==> src/rtl/moment_sweep.sv <==
// Sweeps every lattice node, reads its packed D2Q9 populations and
// writes density and momentum back to the moment RAMs at the same address.
module moment_sweep #(
   parameter int GRID_DIM      = 16*16,
   parameter int DATA_WIDTH    = 32,
   parameter int ADDRESS_WIDTH = $clog2(GRID_DIM),
   parameter int DATA_WIDTH_F  = 9*DATA_WIDTH
) (
   input  logic                     Clk,
   input  logic                     Reset,
   input  logic                     Start,
   output logic                     Busy,
   output logic                     Done,
   output logic [ADDRESS_WIDTH-1:0] rd_address,
   input  logic [DATA_WIDTH_F-1:0]  fin_data,
   output logic [ADDRESS_WIDTH-1:0] wr_address,
   output logic                     WE_p_mem,
   output logic                     WE_ux_mem,
   output logic                     WE_uy_mem,
   output logic [DATA_WIDTH-1:0]    p_data,
   output logic [DATA_WIDTH-1:0]    jx_data,
   output logic [DATA_WIDTH-1:0]    jy_data
);

   typedef enum logic [1:0] {IDLE, READ, DRAIN, DONE} state_t;

   localparam logic [ADDRESS_WIDTH-1:0] LAST = ADDRESS_WIDTH'(GRID_DIM-1);
   localparam logic [ADDRESS_WIDTH-1:0] ONE  = ADDRESS_WIDTH'(1);

   state_t                   state_q, state_d;
   logic [ADDRESS_WIDTH-1:0] rd_q, rd_d;
   logic                     cnt_q, cnt_d;
   logic                     v1_q, v1_d;
   logic [ADDRESS_WIDTH-1:0] a1_q, a1_d;
   logic                     we_q, we_d;
   logic [ADDRESS_WIDTH-1:0] wa_q, wa_d;
   logic [DATA_WIDTH-1:0]    p_q, p_d;
   logic [DATA_WIDTH-1:0]    jx_q, jx_d;
   logic [DATA_WIDTH-1:0]    jy_q, jy_d;

   logic [DATA_WIDTH-1:0]    f [9];
   logic [DATA_WIDTH-1:0]    s_p, s_jx, s_jy;

   always_comb begin
      for (int i = 0; i < 9; i++) begin
         f[i] = fin_data[i*DATA_WIDTH +: DATA_WIDTH];
      end
   end

   // Velocity weights are only 0/+1/-1, so moments reduce to add/subtract.
   always_comb begin
      s_p  = f[0] + f[1] + f[2] + f[3] + f[4]
           + f[5] + f[6] + f[7] + f[8];
      s_jx = f[1] - f[3] + f[5] - f[6] - f[7] + f[8];
      s_jy = f[2] - f[4] + f[5] + f[6] - f[7] - f[8];
   end

   always_comb begin
      state_d = state_q;
      rd_d    = rd_q;
      cnt_d   = cnt_q;
      v1_d    = (state_q == READ);
      a1_d    = rd_q;
      we_d    = v1_q;
      wa_d    = v1_q ? a1_q : wa_q;
      p_d     = v1_q ? s_p  : p_q;
      jx_d    = v1_q ? s_jx : jx_q;
      jy_d    = v1_q ? s_jy : jy_q;
      unique case (state_q)
         IDLE: begin
            rd_d = '0;
            if (Start) state_d = READ;
         end
         READ: begin
            if (rd_q == LAST) begin
               state_d = DRAIN;
               cnt_d   = 1'b0;
            end else begin
               rd_d = rd_q + ONE;
            end
         end
         DRAIN: begin
            cnt_d = 1'b1;
            if (cnt_q) state_d = DONE;
         end
         DONE: begin
            state_d = IDLE;
            rd_d    = '0;
         end
      endcase
   end

   always_ff @(posedge Clk or negedge Reset) begin
      if (!Reset) begin
         state_q <= IDLE;
         rd_q    <= '0;
         cnt_q   <= 1'b0;
         v1_q    <= 1'b0;
         a1_q    <= '0;
         we_q    <= 1'b0;
         wa_q    <= '0;
         p_q     <= '0;
         jx_q    <= '0;
         jy_q    <= '0;
      end else begin
         state_q <= state_d;
         rd_q    <= rd_d;
         cnt_q   <= cnt_d;
         v1_q    <= v1_d;
         a1_q    <= a1_d;
         we_q    <= we_d;
         wa_q    <= wa_d;
         p_q     <= p_d;
         jx_q    <= jx_d;
         jy_q    <= jy_d;
      end
   end

   assign Busy       = (state_q == READ) || (state_q == DRAIN);
   assign Done       = (state_q == DONE);
   assign rd_address = rd_q;
   assign wr_address = wa_q;
   assign WE_p_mem   = we_q;
   assign WE_ux_mem  = we_q;
   assign WE_uy_mem  = we_q;
   assign p_data     = p_q;
   assign jx_data    = jx_q;
   assign jy_data    = jy_q;

endmodule

==> config.mk <==
export PLATFORM = sky130hd
export DESIGN_NAME = moment_sweep
export DESIGN_NICKNAME = d
export VERILOG_FILES = /design/src/rtl/moment_sweep.sv
export SDC_FILE = /design/constraint.sdc
export NUM_CORES = 1
export LEC_CHECK = 0
export BUFFER_PORTS_ARGS = -buffer_cell sky130_fd_sc_hd__buf_4
export CAP_MARGIN = 20
export CELL_PAD_IN_SITES_DETAIL_PLACEMENT = 0
export CELL_PAD_IN_SITES_GLOBAL_PLACEMENT = 1
export CORE_UTILIZATION = 45
export DETAILED_ROUTE_END_ITERATION = 8
export PLACE_DENSITY_LB_ADDON = 0.1
export REMOVE_ABC_BUFFERS = 1
export SKIP_CTS_REPAIR_TIMING = 1
export SLEW_MARGIN = 5
export SYNTH_ARGS = -nofsm -noshare
export SYNTH_HDL_FRONTEND = slang
export SYNTH_SLANG_ARGS = --single-unit
==> constraint.sdc <==
create_clock -name Clk -period 2.1 [get_ports Clk]
set_clock_uncertainty 0.15 [all_clocks]
set_input_delay 0 -clock Clk [delete_from_list [all_inputs] [get_ports Clk]]
set_output_delay 0 -clock Clk [all_outputs]
set_load 0.05 [all_outputs]
==> results list <==
- Outcome: finished, violations left
- The checks that failed: hold timing, setup timing.
- Routability congestion estimate: 0.874
- The number of clock buffers added by TritonCTS is 17.
* Number of design-rule violations left by the first detailed-router iteration: 663
* Startpoint of the worst setup timing path: fin_data[3]
- Fin util: 0.670
- For this run, global-route usage on met1 was measured as 0.342.
- Most used DFF post-synth: sky130_fd_sc_hd__dfrtp_1
* Worst setup slack after layout: -2.41 ns
- Clock Latency Late Sink: between 0.4 and 0.5 ns
- The H-tree was split into 4 levels.
- Setup violations remaining at the end of the flow were counted as 93.
* Proportion of netlist area held by the largest area contributor: 0.445
- R2R depth: 5
- Along the worst hold path, the cell count comes to 3.
- During synthesis, Yosys emitted a total of 0 warnings.
- The worst setup path is of the primary input to flop kind.
* Number of enable-type register cells in the synthesized netlist: 0
- During I/O placement, the number of pins put on the boundary was approximately 410.
- In this design, the critical path's most frequently occurring cell is sky130_fd_sc_hd__fa_1.
- Maximum root-to-sink buffer count: 2
- Slowest CP cell: sky130_fd_sc_hd__fa_1
- Clock-pin slew was measured on the worst setup and hold paths at about 0.06 ns.
- Clock tree root buffer cell: sky130_fd_sc_hd__clkbuf_16
* Arrival time of the worst setup path: roughly 4.7 ns
- Transition at the pin with the smallest max-transition slack: between 0.5 and 0.6 ns
- Maximum number of pins on one net before global-route repair: 70
* Most numerous cell types in the synthesized netlist: sky130_fd_sc_hd__inv_1, sky130_fd_sc_hd__fa_1, sky130_fd_sc_hd__dfrtp_1, sky130_fd_sc_hd__ha_1, sky130_fd_sc_hd__a21oi_1
- The placed instances occupy a cell area of about 0.028 mm².
* Critical path's largest stage delay: about 0.55 ns
- Total number of vias: between 15000 and 20000
- Quantity of I/O buffers inserted on ports: ~410
- The setup check on the worst reg-to-reg path leaves a slack of around 0.20 ns.
- Post-Syn Area per Cell: 10.2 µm²
* All-layer global routing usage: 0.259
- Min-Delay Endpoint: jx_data[0]$_DFFE_PN0P_
- Fraction of final layout cells sized beyond drive strength 1: 0.418
* Remaining global-route overflow: 0
- Once layout is done, the placed cells without fillers occupy 0.0304 mm².
- The number of antenna violations at the first check in global routing was 0.
- Max-cap violations in this run came to 0.
* Die outline height: ~220 µm
- The repair_antennas step left the layout with diodes totalling 0.
* Post-detailed-placement half-perimeter wirelength: between 50 and 60 mm
* Vias in the first global route: between 15000 and 20000
- The detail route stage leaves a number of antenna-violating nets equal to 0.
- Final slew viol count: 0
- Tightest slew margin relative to the limit: 0.659
- Fin crit share: 2.15
- Most frequent cell after synthesis: sky130_fd_sc_hd__inv_1
* Post-DR wirelength/cell: 16.9 µm
- Count of mapped cells out of synthesis: 2017
- Worst Hold Launch: fin_data[33]
- OpenSTA, run right after detailed placement, puts the worst setup slack at -3.13 ns.
- The clock drives 125 sinks.
* RSZ-0062 raised after global routing: true
- STA classifies the critical path endpoint as a flop.
- DRC Markers: 0
- Final critical path time including I/O delays and setup: 4.51 ns
* Area overhead of the layout relative to synthesis: 47.1%
* Leakage power: 15.8 nW
- In this run the critical register-to-register path is captured at state_q[1]$_DFFE_PN0P_.
- For this run, the register share of the synthesized area comes to 0.151.
- Hold Violations, Final: 4
- Global-route wire length before repair: 94.7 mm
- The tightest hold path in the finished design has a slack of -0.120 ns.
- Post-detailed-routing wire length: roughly 60 mm
* Critical path data required time: 2.25 ns
- For this configuration, the core starts out at a cell density of 0.455.
- TritonCTS built the clock tree.
* Crit path max fanout: 5
* Worst vdd ir: approximately 1.2 mV
- Via count normalized by instance count: about 4.7
* Leading cell types by total area after synthesis: sky130_fd_sc_hd__fa_1, sky130_fd_sc_hd__dfrtp_1, sky130_fd_sc_hd__inv_1, sky130_fd_sc_hd__ha_1, sky130_fd_sc_hd__mux2_2
- The number of different library cells used by synthesis comes to 64.
- Path class of the lowest-slack min-delay path: primary input to flop
- Number of standard-cell rows in the floorplan: slightly below 80
- Post-synth top area cell: sky130_fd_sc_hd__fa_1
- Filler Cells Inserted: approximately 3600
* Area enclosed by the die boundary: roughly 0.047 mm²
* GRT busiest layer: met2
* Core outline area: between 0.04 and 0.05 mm²
- Max Clock Freq: around 220 MHz
- Walking the worst path, the cells encountered are buf_4 -> inv_1 -> fa_1 -> inv_2 -> fa_1 -> fa_1 -> inv_1 -> fa_1 -> inv_2 -> ha_4 -> a211oi_2 -> o21ai_1 -> buf_4 -> nand4_1 -> a211oi_4 -> o41ai_2 -> buf_4 -> o21ai_2 -> a21oi_2 -> and4b_1 -> or3_1.
- Total power density per cell area: ~2000 mW/mm²
- Async set or reset register ratio after synthesis: 1.00
* Setup crit start kind: primary input
- After the last flow step, the layout net total stands at ~3800.
* Global routing met3 resource utilization: 0.0375
- In this run, synthesis produced a sequential element count of ~130.
- The die is between 200 and 250 µm wide.
- The pre-antenna-repair detailed-routing pass consisted of 7 iterations.
- Met2 Resource Use GR: 0.451
- The cell area that synthesis handed to floorplanning was roughly 0.021 mm².
- The worst register-to-register path begins at rd_address[1]$_DFFE_PN0P_.
==> critical path: cells and delay by family <==
| family | cells | cell delay (ns) |
|---|---|---|
| adders and majority gates | 5 | 2.34 |
| AOI/OAI and AO/OA | 6 | 1.02 |
| and+or+nand+nor | 3 | 0.69 |
| buffers and inverters | 7 | 0.61 |
==> layer usage <==
layer,vias up,wire length [µm]
met2,329,30700
met3,59,2530
met5,-,0
met1,8454,25300
met4,0,1210
li1,7932,-
==> worst max path at each step <==
stage | end | cells past startpoint | slack, ns
6_report | p_data[27]$_DFFE_PN0P_ | 21 | -2.41
5_1_grt | p_data[27]$_DFFE_PN0P_ | 21 | -2.57
4_1_cts | p_data[28]$_DFFE_PN0P_ | 22 | -2.68
3_5_place_dp | p_data[28]$_DFFE_PN0P_ | 22 | -3.13
3_3_place_gp | p_data[28]$_DFFE_PN0P_ | 22 | -3.09
2_1_floorplan | p_data[22]$_DFFE_PN0P_ | 18 | -2.54
==> power breakdown <==
group          switching (mW)  internal (mW)  leakage [nW]  total, mW
Sequential              0.585           3.82          1.45       4.40
Combinational            25.9           26.3          14.0       52.1
Clock                    1.20           2.02         0.302       3.22
==> per-stage QoR <==
stage | TNS [ns] | total power, mW | std cells
5_1_grt | -157.73 | 64.7 | 3537
2_1_floorplan | -171.28 | 31.1 | 1997
4_1_cts | -161.34 | 52.2 | 3500
3_3_place_gp | -199.45 | 48.0 | 3468
3_5_place_dp | -201.70 | 48.6 | 3468
6_report | -146.81 | 59.7 | 3537
==> layout by cell type (no fill, tap or decap), types with 27 or more instances in the layout <==
| master | n |
|---|---|
| sky130_fd_sc_hd__nor2_1 | 41 |
| sky130_fd_sc_hd__a21oi_1 | 46 |
| sky130_fd_sc_hd__mux2_2 | 38 |
| sky130_fd_sc_hd__xnor2_1 | 65 |
| sky130_fd_sc_hd__inv_1 | 605 |
| sky130_fd_sc_hd__a21o_1 | 33 |
| sky130_fd_sc_hd__dfrtp_1 | 124 |
| sky130_fd_sc_hd__ha_1 | 77 |
| sky130_fd_sc_hd__buf_4 | 831 |
| sky130_fd_sc_hd__inv_2 | 43 |
| sky130_fd_sc_hd__buf_6 | 66 |
| sky130_fd_sc_hd__a21oi_2 | 27 |
| sky130_fd_sc_hd__fa_1 | 436 |
| sky130_fd_sc_hd__nand2_1 | 54 |
| sky130_fd_sc_hd__mux2_4 | 31 |
| sky130_fd_sc_hd__o21ai_0 | 29 |
==> layout make-up <==
class,count,area (µm²),share of cell area
Multi-Input combinational cell,1220,16300,0.535
Timing Repair Buffer,908,7160,0.235
Sequential cell,125,3130,0.103
Inverter,652,2460,0.0809
Tap cell,600,751,0.0247
Clock buffer,18,439,0.0144
Clock inverter,14,193,0.00634
==> state kept, by name (all words and copies together) (netlist names) <==
signal and cells:
jx_data 32, jy_data 32, p_data 32, a1_q 8
rd_address 8, wr_address 8, state_q 2, WE_p_mem 1
cnt_q 1, v1_q 1
==> cell families after synthesis <==
group           Yosys count  synth area share
compound gates          297            0.0947
xor+xnor                 88            0.0373
fa+ha+maj               561             0.506
buf+inv                 672             0.122
flops                   125             0.151
mux                      74            0.0402
simple gates            200            0.0476
No activity file was read; power rests on OpenSTA's default activity.
